--- config.mk ---
export PLATFORM = sky130hd
export DESIGN_NAME = oled_text_console
export DESIGN_NICKNAME = d
export VERILOG_FILES = /design/src/rtl/oled_pkg.sv /design/src/rtl/oled_refresh_ctrl.sv /design/src/rtl/oled_text_console.sv
export SDC_FILE = /design/constraint.sdc
export NUM_CORES = 2
export LEC_CHECK = 0
export CAP_MARGIN = 25
export CELL_PAD_IN_SITES_DETAIL_PLACEMENT = 1
export CELL_PAD_IN_SITES_GLOBAL_PLACEMENT = 1
export CORE_AREA = 2 2 462 464
export DETAILED_ROUTE_END_ITERATION = 12
export DIE_AREA = 0 0 464 466
export PLACE_DENSITY_LB_ADDON = 0.1
export SKIP_CTS_REPAIR_TIMING = 1
export SLEW_MARGIN = 20
export SYNTH_ARGS = -nofsm -noshare
export SYNTH_HDL_FRONTEND = slang
export SYNTH_SLANG_ARGS = --single-unit
--- constraint.sdc ---
create_clock -name i_CLK -period 5.4 [get_ports i_CLK]
set_clock_uncertainty 0.05 [all_clocks]
set_input_delay 1.62 -clock i_CLK [delete_from_list [all_inputs] [get_ports i_CLK]]
set_output_delay 1.62 -clock i_CLK [all_outputs]
set_load 0.01 [all_outputs]
--- src/rtl/oled_pkg.sv ---
// Shared geometry, control codes and FSM state types for the OLED text console.
package oled_pkg;

  localparam int NC = 96 / 8;
  localparam int NR = 64 / 8;
  localparam int NB = NC * NR * 8;

  localparam logic [7:0] ASCII_LF     = 8'h0A;
  localparam logic [7:0] ASCII_CR     = 8'h0D;
  localparam logic [7:0] ASCII_BS     = 8'h08;
  localparam logic [7:0] ASCII_CURSOR = 8'h5F;

  typedef enum logic [1:0] {EDIT, SCROLL, CLEAR} edit_state_t;
  typedef enum logic [1:0] {IDLE, START, BUSY} refresh_state_t;

endpackage

--- src/rtl/oled_refresh_ctrl.sv ---
// Refresh handshake with OLED_interface: snapshots the frame when dirty and
// raises start until the driver acknowledges by dropping its ready.
module oled_refresh_ctrl
  import oled_pkg::*;
(
  input  logic clk,
  input  logic rst,
  input  logic dirty,
  input  logic oled_ready,
  input  logic edit_idle,
  output logic start,
  output logic snapshot
);

  refresh_state_t state;

  assign snapshot = (state == IDLE) && dirty && oled_ready && edit_idle;

  always_ff @(posedge clk) begin
    if (rst) begin
      state <= IDLE;
      start <= 1'b0;
    end else begin
      case (state)
        IDLE: if (snapshot) begin
          state <= START;
          start <= 1'b1;
        end
        START: if (!oled_ready) begin
          state <= BUSY;
          start <= 1'b0;
        end
        BUSY: if (oled_ready) state <= IDLE;
        default: begin
          state <= IDLE;
          start <= 1'b0;
        end
      endcase
    end
  end

endmodule

--- src/rtl/oled_text_console.sv ---
// Writable character console feeding OLED_interface text mode.
// Optional cursor blink overlay: define OLED_CONSOLE_CURSOR_BLINK_EN.
module oled_text_console #(
  parameter int         NUM_COL        = 96,
  parameter int         NUM_ROW        = 64,
  parameter int         ASCII_COL_SIZE = 8,
  parameter int         ASCII_ROW_SIZE = 8,
  parameter logic [7:0] FILL_CHAR      = 8'h20,
  parameter int         BLINK_PERIOD   = 25000000,
  localparam int NC = NUM_COL / ASCII_COL_SIZE,
  localparam int NR = NUM_ROW / ASCII_ROW_SIZE,
  localparam int NB = NC * NR * 8,
  localparam int CW = (NC > 1) ? $clog2(NC) : 1,
  localparam int RW = (NR > 1) ? $clog2(NR) : 1
) (
  input  logic          i_CLK,
  input  logic          i_RST,
  input  logic [7:0]    i_CHAR,
  input  logic          i_CHAR_VALID,
  output logic          o_CHAR_READY,
  input  logic          i_CLEAR,
  input  logic          i_OLED_READY,
  output logic          o_START,
  output logic [NB-1:0] o_ASCII,
  output logic [CW-1:0] o_CUR_COL,
  output logic [RW-1:0] o_CUR_ROW
);

  import oled_pkg::*;

  localparam logic [CW-1:0]     COL_LAST  = CW'(NC - 1);
  localparam logic [RW-1:0]     ROW_LAST  = RW'(NR - 1);
  localparam logic [NC*8-1:0]   BLANK_ROW = {NC{FILL_CHAR}};

  if (NC < 2 || NR < 2 || BLINK_PERIOD < 1) begin : g_param_check
    $error("oled_text_console: unsupported geometry or blink period");
  end

  edit_state_t     edit_state, edit_next;
  logic [RW-1:0]   k;
  logic [CW-1:0]   cur_col;
  logic [RW-1:0]   cur_row;
  logic [NC*8-1:0] rows [NR];
  logic            dirty, char_ready, snapshot, set_dirty;
  logic            take, printable, advance, completion;
  logic [NB-1:0]   frame, snap_frame;

  assign o_CHAR_READY = char_ready;
  assign o_CUR_COL    = cur_col;
  assign o_CUR_ROW    = cur_row;

  assign take       = i_CHAR_VALID && char_ready && !i_CLEAR;
  assign printable  = (i_CHAR >= 8'h20) && (i_CHAR <= 8'h7E);
  assign advance    = (printable && cur_col == COL_LAST) || (i_CHAR == ASCII_LF);
  assign completion = (edit_state != EDIT) && (k == ROW_LAST) && !i_CLEAR;

`ifdef OLED_CONSOLE_CURSOR_BLINK_EN
  logic [31:0] blink_cnt;
  logic        blink_phase, blink_tick;

  assign blink_tick = (blink_cnt == 32'(BLINK_PERIOD - 1));

  always_ff @(posedge i_CLK) begin
    if (i_RST) begin
      blink_cnt   <= '0;
      blink_phase <= 1'b0;
    end else if (blink_tick) begin
      blink_cnt   <= '0;
      blink_phase <= ~blink_phase;
    end else begin
      blink_cnt <= blink_cnt + 32'd1;
    end
  end

  assign set_dirty = (take && (printable || (i_CHAR == ASCII_BS && cur_col != '0)))
                     || completion || blink_tick;
`else
  assign set_dirty = (take && (printable || (i_CHAR == ASCII_BS && cur_col != '0)))
                     || completion;
`endif

  // Row 0 lands in the most significant bytes so the frame reads like a string literal.
  always_comb begin
    frame = '0;
    for (int r = 0; r < NR; r++) frame[(NR-1-r)*NC*8 +: NC*8] = rows[r];
    snap_frame = frame;
`ifdef OLED_CONSOLE_CURSOR_BLINK_EN
    if (blink_phase)
      snap_frame[((NR-1-int'(cur_row))*NC + (NC-1-int'(cur_col)))*8 +: 8] = ASCII_CURSOR;
`endif
  end

  always_comb begin
    edit_next = edit_state;
    if (i_CLEAR) edit_next = CLEAR;
    else begin
      case (edit_state)
        EDIT:          if (take && advance && cur_row == ROW_LAST) edit_next = SCROLL;
        SCROLL, CLEAR: if (k == ROW_LAST) edit_next = EDIT;
        default:       edit_next = EDIT;
      endcase
    end
  end

  oled_refresh_ctrl u_refresh (
    .clk        (i_CLK),
    .rst        (i_RST),
    .dirty      (dirty),
    .oled_ready (i_OLED_READY),
    .edit_idle  (edit_state == EDIT),
    .start      (o_START),
    .snapshot   (snapshot)
  );

  // A write landing with a snapshot keeps dirty set, so the new content refreshes next.
  always_ff @(posedge i_CLK) begin
    if (i_RST) begin
      for (int r = 0; r < NR; r++) rows[r] <= BLANK_ROW;
      o_ASCII    <= {(NC*NR){FILL_CHAR}};
      edit_state <= EDIT;
      k          <= '0;
      cur_col    <= '0;
      cur_row    <= '0;
      dirty      <= 1'b1;
      char_ready <= 1'b0;
    end else begin
      edit_state <= edit_next;
      char_ready <= (edit_next == EDIT);
      if (snapshot) o_ASCII <= snap_frame;
      if (set_dirty)     dirty <= 1'b1;
      else if (snapshot) dirty <= 1'b0;

      if (i_CLEAR) begin
        k       <= '0;
        cur_col <= '0;
        cur_row <= '0;
      end else begin
        case (edit_state)
          EDIT: if (take) begin
            if (printable) begin
              rows[cur_row][(NC-1-int'(cur_col))*8 +: 8] <= i_CHAR;
              if (cur_col == COL_LAST) begin
                cur_col <= '0;
                if (cur_row != ROW_LAST) cur_row <= cur_row + 1'b1;
              end else begin
                cur_col <= cur_col + 1'b1;
              end
            end else if (i_CHAR == ASCII_LF) begin
              cur_col <= '0;
              if (cur_row != ROW_LAST) cur_row <= cur_row + 1'b1;
            end else if (i_CHAR == ASCII_CR) begin
              cur_col <= '0;
            end else if (i_CHAR == ASCII_BS && cur_col != '0) begin
              cur_col <= cur_col - 1'b1;
              rows[cur_row][(NC-int'(cur_col))*8 +: 8] <= FILL_CHAR;
            end
          end
          SCROLL: begin
            if (k == ROW_LAST) rows[k] <= BLANK_ROW;
            else               rows[k] <= rows[k + 1'b1];
            k <= (k == ROW_LAST) ? '0 : k + 1'b1;
          end
          CLEAR: begin
            rows[k] <= BLANK_ROW;
            k <= (k == ROW_LAST) ? '0 : k + 1'b1;
          end
          default: k <= '0;
        endcase
      end
    end
  end

endmodule

==> flow_summary.json <==
{
  "status": "complete, no violations",
  "io_pins": 790,
  "slew_headroom_pct": 23.65,
  "finalHoldViolCount": 0,
  "yosysWarnings": 0,
  "cts_tree": "done",
  "drt_iter0_drc": 4500,
  "worstMarginPinSlew_ns": 1.145,
  "synth_cell_types": 80,
  "die_w_microns": 464,
  "max_freq_ghz": 0.1964,
  "vias_per_cell": 5.205,
  "clock_latency_ns": 0.86,
  "r2r_cells": 14,
  "die-area_sq_mm": 0.2162,
  "required_ns": 5.83,
  "num-fill-cells": 23130,
  "drc": 0,
  "setup.worst_path.end_class": "flop",
  "power_density_mw_per_mm2": 350.3,
  "cp.buffers_inverters": 1,
  "path_common_cell": "nand2_1",
  "setup_viol": 0,
  "final_cell_mix": "1611 x nand2_1, 788 x clkdlybuf4s50_1, 784 x dfxtp_1",
  "detail_route.wirelength_mm": 298.5,
  "fin_crit_ns": 5.091,
  "syn2layout_area_growth_pct": 28.19,
  "drv_slew": 0,
  "crit_fanout": 14,
  "post-place-ws_ns": -0.07052,
  "holdPathEnd": "o_ASCII[432]$_SDFFE_PP0P_",
  "yosysSeqAreaShare_pct": 61.42,
  "clk_path_buf_depth": 3,
  "cp.arrival_ns": 5.52,
  "drt-pass1-iter-count": 8,
  "die_h_microns": 466,
  "crit_path_start_kind": "flop",
  "cts_made_buffers": 176,
  "num_rows": 169,
  "drive_gt1_share_pct": 10.74,
  "crit_family": "simple AND/OR/NAND/NOR gates",
  "syn_avg_cell_area_sq_um": 10.53,
  "final_nets": 6760,
  "wire_per_inst_microns": 30.75,
  "whs_ns": 0.4024,
  "holdCritPathClass": "reg -> reg",
  "slowest_stage": "ha_1",
  "worst_slack_ns": 0.3090,
  "cts_sinks": 1553,
  "grt_pass1_wl_mm": 412.2,
  "synthArstFlopShare_pct": 0,
  "hold_start": "o_ASCII[432]$_SDFFE_PP0P_",
  "ir_worst_vdd_v": 0.0003410,
  "maxCapViolations": 0,
  "timing.rr.end": "rows[1][83]$_SDFFCE_PN0P_",
  "ys_ff_latch": 1553,
  "ant_nets": 0,
  "setup-tns-final_ns": 0,
  "layout_commonest_cell": "nand2_1",
  "clk_pin_slew_ns": 0.06,
  "synth_area_sq_mm": 0.06313,
  "min_path_cells": 2,
  "antenna_found_initial": 24,
  "grt_overflow": 0,
  "dp_hpwl_mm": 223.1,
  "reg2reg_slack_ns": 0.31,
  "grt_pass1_vias": 50750,
  "synth_edf_count": 768,
  "grt_max_degree": 169,
  "p_leak_uw": 0.02736,
  "start_util_pct": 29.89,
  "core_area_sq_mm": 0.2112,
  "vias": 50530,
  "crit_type": "reg -> reg",
  "h-tree-depth": 4,
  "period_share_pct": 94.28,
  "ys.flop_type": "dfxtp_1",
  "io_buffers": 789,
  "root_buffer": "clkbuf_16",
  "synth_nets": 6031,
  "path_cells": "inv_1 -> ha_1 -> nand2_1 -> nor3_1 -> o21ai_0 -> nand2_1 -> nand2_1 -> ha_1 -> nand4b_1 -> nor4_2 -> o2111ai_1 -> a211oi_2 -> or2_1 -> a21o_1",
  "grt_use_total_pct": 26.88,
  "cp_slowest_stage_delay_ns": 0.55,
  "r2r_start": "o_CUR_COL[0]$_SDFFE_PP0P_",
  "synthCells": 5995,
  "gp_congestion": 0.8993,
  "rsz0062_at_grt": "no"
}
[area by class of cell]
class	count	area (sq um)	area share (%)
antenna	8	20.02	0.02474
multi-input combinational	3976	22700	28.05
clock buffer	237	4843	5.985
inverter	16	65.06	0.08039
sequential	1553	38780	47.92
clock inverter	96	1057	1.306
tap	2821	3530	4.361
timing repair buffer	1001	9930	12.27
[where the power goes]
group,total (uW),switching [uW],internal [uW]
clock,12400,5250,7150
combinational,2630,1640,990
sequential,13300,452,12900
[through the flow]
step	area, sq um	power, uW	instances	util (%)
final	80930	28350	9708	38.31
after global routing	80920	29240	9703	38.31
after CTS	80880	28600	9698	38.29
after detailed placement	74980	16220	9365	35.50
after global placement	74950	16190	9363	35.48
after floorplan	63130	14550	5995	-
[cells in the mapped netlist, types with 6 or more instances]
| library cell | instances | area share (%) |
|---|---|---|
| o21ai_1 | 60 | 0.48 |
| nand3b_1 | 108 | 1.3 |
| a211oi_1 | 10 | 0.12 |
| a21o_1 | 53 | 0.63 |
| a21oi_1 | 689 | 5.5 |
| nand2_1 | 1613 | 9.6 |
| dfxtp_1 | 785 | 25 |
| mux2i_1 | 82 | 1.3 |
| o32ai_1 | 13 | 0.18 |
| ha_1 | 22 | 0.44 |
| inv_1 | 15 | 0.089 |
| nor2_1 | 643 | 3.8 |
| o22a_1 | 35 | 0.49 |
| buf_1 | 43 | 0.26 |
| o32a_1 | 7 | 0.11 |
| o21ai_0 | 9 | 0.071 |
| buf_2 | 36 | 0.29 |
| o211ai_1 | 6 | 0.071 |
| o2bb2ai_1 | 10 | 0.14 |
| o21bai_1 | 25 | 0.30 |
| or2_1 | 6 | 0.059 |
| a2bb2oi_1 | 17 | 0.24 |
| buf_6 | 9 | 0.16 |
| nor3_1 | 110 | 0.87 |
| o22ai_1 | 25 | 0.25 |
| mux4_2 | 192 | 6.8 |
| edfxtp_1 | 768 | 37 |
| clkbuf_1 | 356 | 2.1 |
| and3_1 | 6 | 0.059 |
| nand3_1 | 72 | 0.57 |
| nand2b_1 | 68 | 0.67 |
[logic make-up (layout without fill, tap and decap cells)]
| logic type | after synthesis | in the layout | synth area share [%] |
|---|---|---|---|
| buffers and inverters | 466 | 1350 | 3.024 |
| AOI/OAI and AO/OA | 998 | 998 | 9.151 |
| xor gates and xnor gates | 6 | 6 | 0.1308 |
| other | 0 | 8 | 0 |
| adders and majority gates | 23 | 23 | 0.4677 |
| DFF | 1553 | 1553 | 61.42 |
| and+or+nand+nor | 2673 | 2673 | 17.62 |
| muxes | 276 | 276 | 8.185 |
[worst max-delay path by stage]
stage	slack (ns)	from	depth (start not counted)	to
2_1_floorplan	1.01	o_CUR_COL[1]$_SDFFE_PP0P_	15	rows[0][64]$_SDFFCE_PN0P_
3_3_place_gp	0.09	i_CLEAR	9	rows[7][39]$_SDFFCE_PN0P_
3_5_place_dp	-0.07	i_CLEAR	9	rows[7][34]$_SDFFCE_PN0P_
4_1_cts	0.46	o_CUR_COL[2]$_SDFFE_PP0P_	10	rows[2][26]$_SDFFCE_PN0P_
5_1_grt	0.03	o_CUR_COL[0]$_SDFFE_PP0P_	14	rows[7][87]$_SDFFCE_PN0P_
6_report	0.31	o_CUR_COL[0]$_SDFFE_PP0P_	14	rows[1][83]$_SDFFCE_PN0P_
[flip-flops by register name (all words and copies together), names as in the netlist]
signal,count
u_refresh.state,2
rows,768
o_CUR_COL,4
o_CUR_ROW,3
u_refresh.start,1
dirty,1
o_CHAR_READY,1
k,3
edit_state,2
o_ASCII,768
[worst register-to-register path: stages, from the launching register on]
cell and delay (ns):
dfxtp_1 0.31, inv_1 0.14, ha_1 0.55, nand2_1 0.22, nor3_1 0.23, o21ai_0 0.12
nand2_1 0.14, nand2_1 0.09, ha_1 0.36, nand4b_1 0.13, nor4_2 0.54, o2111ai_1 0.40
a211oi_2 0.47, or2_1 0.51, a21o_1 0.45
[metal layers]
metal | routed length (microns) | part of all wire [%] | GRT usage, % | vias to the layer above
met5 | 76 | 0.025 | 0 | -
li1 | - | - | - | 22350
met3 | 19640 | 6.6 | 5.649 | 366
met1 | 129800 | 43 | 35.82 | 26100
met2 | 136500 | 46 | 42.78 | 1701
met4 | 12510 | 4.2 | 10.32 | 14
Power figures use the tool's default switching activity.
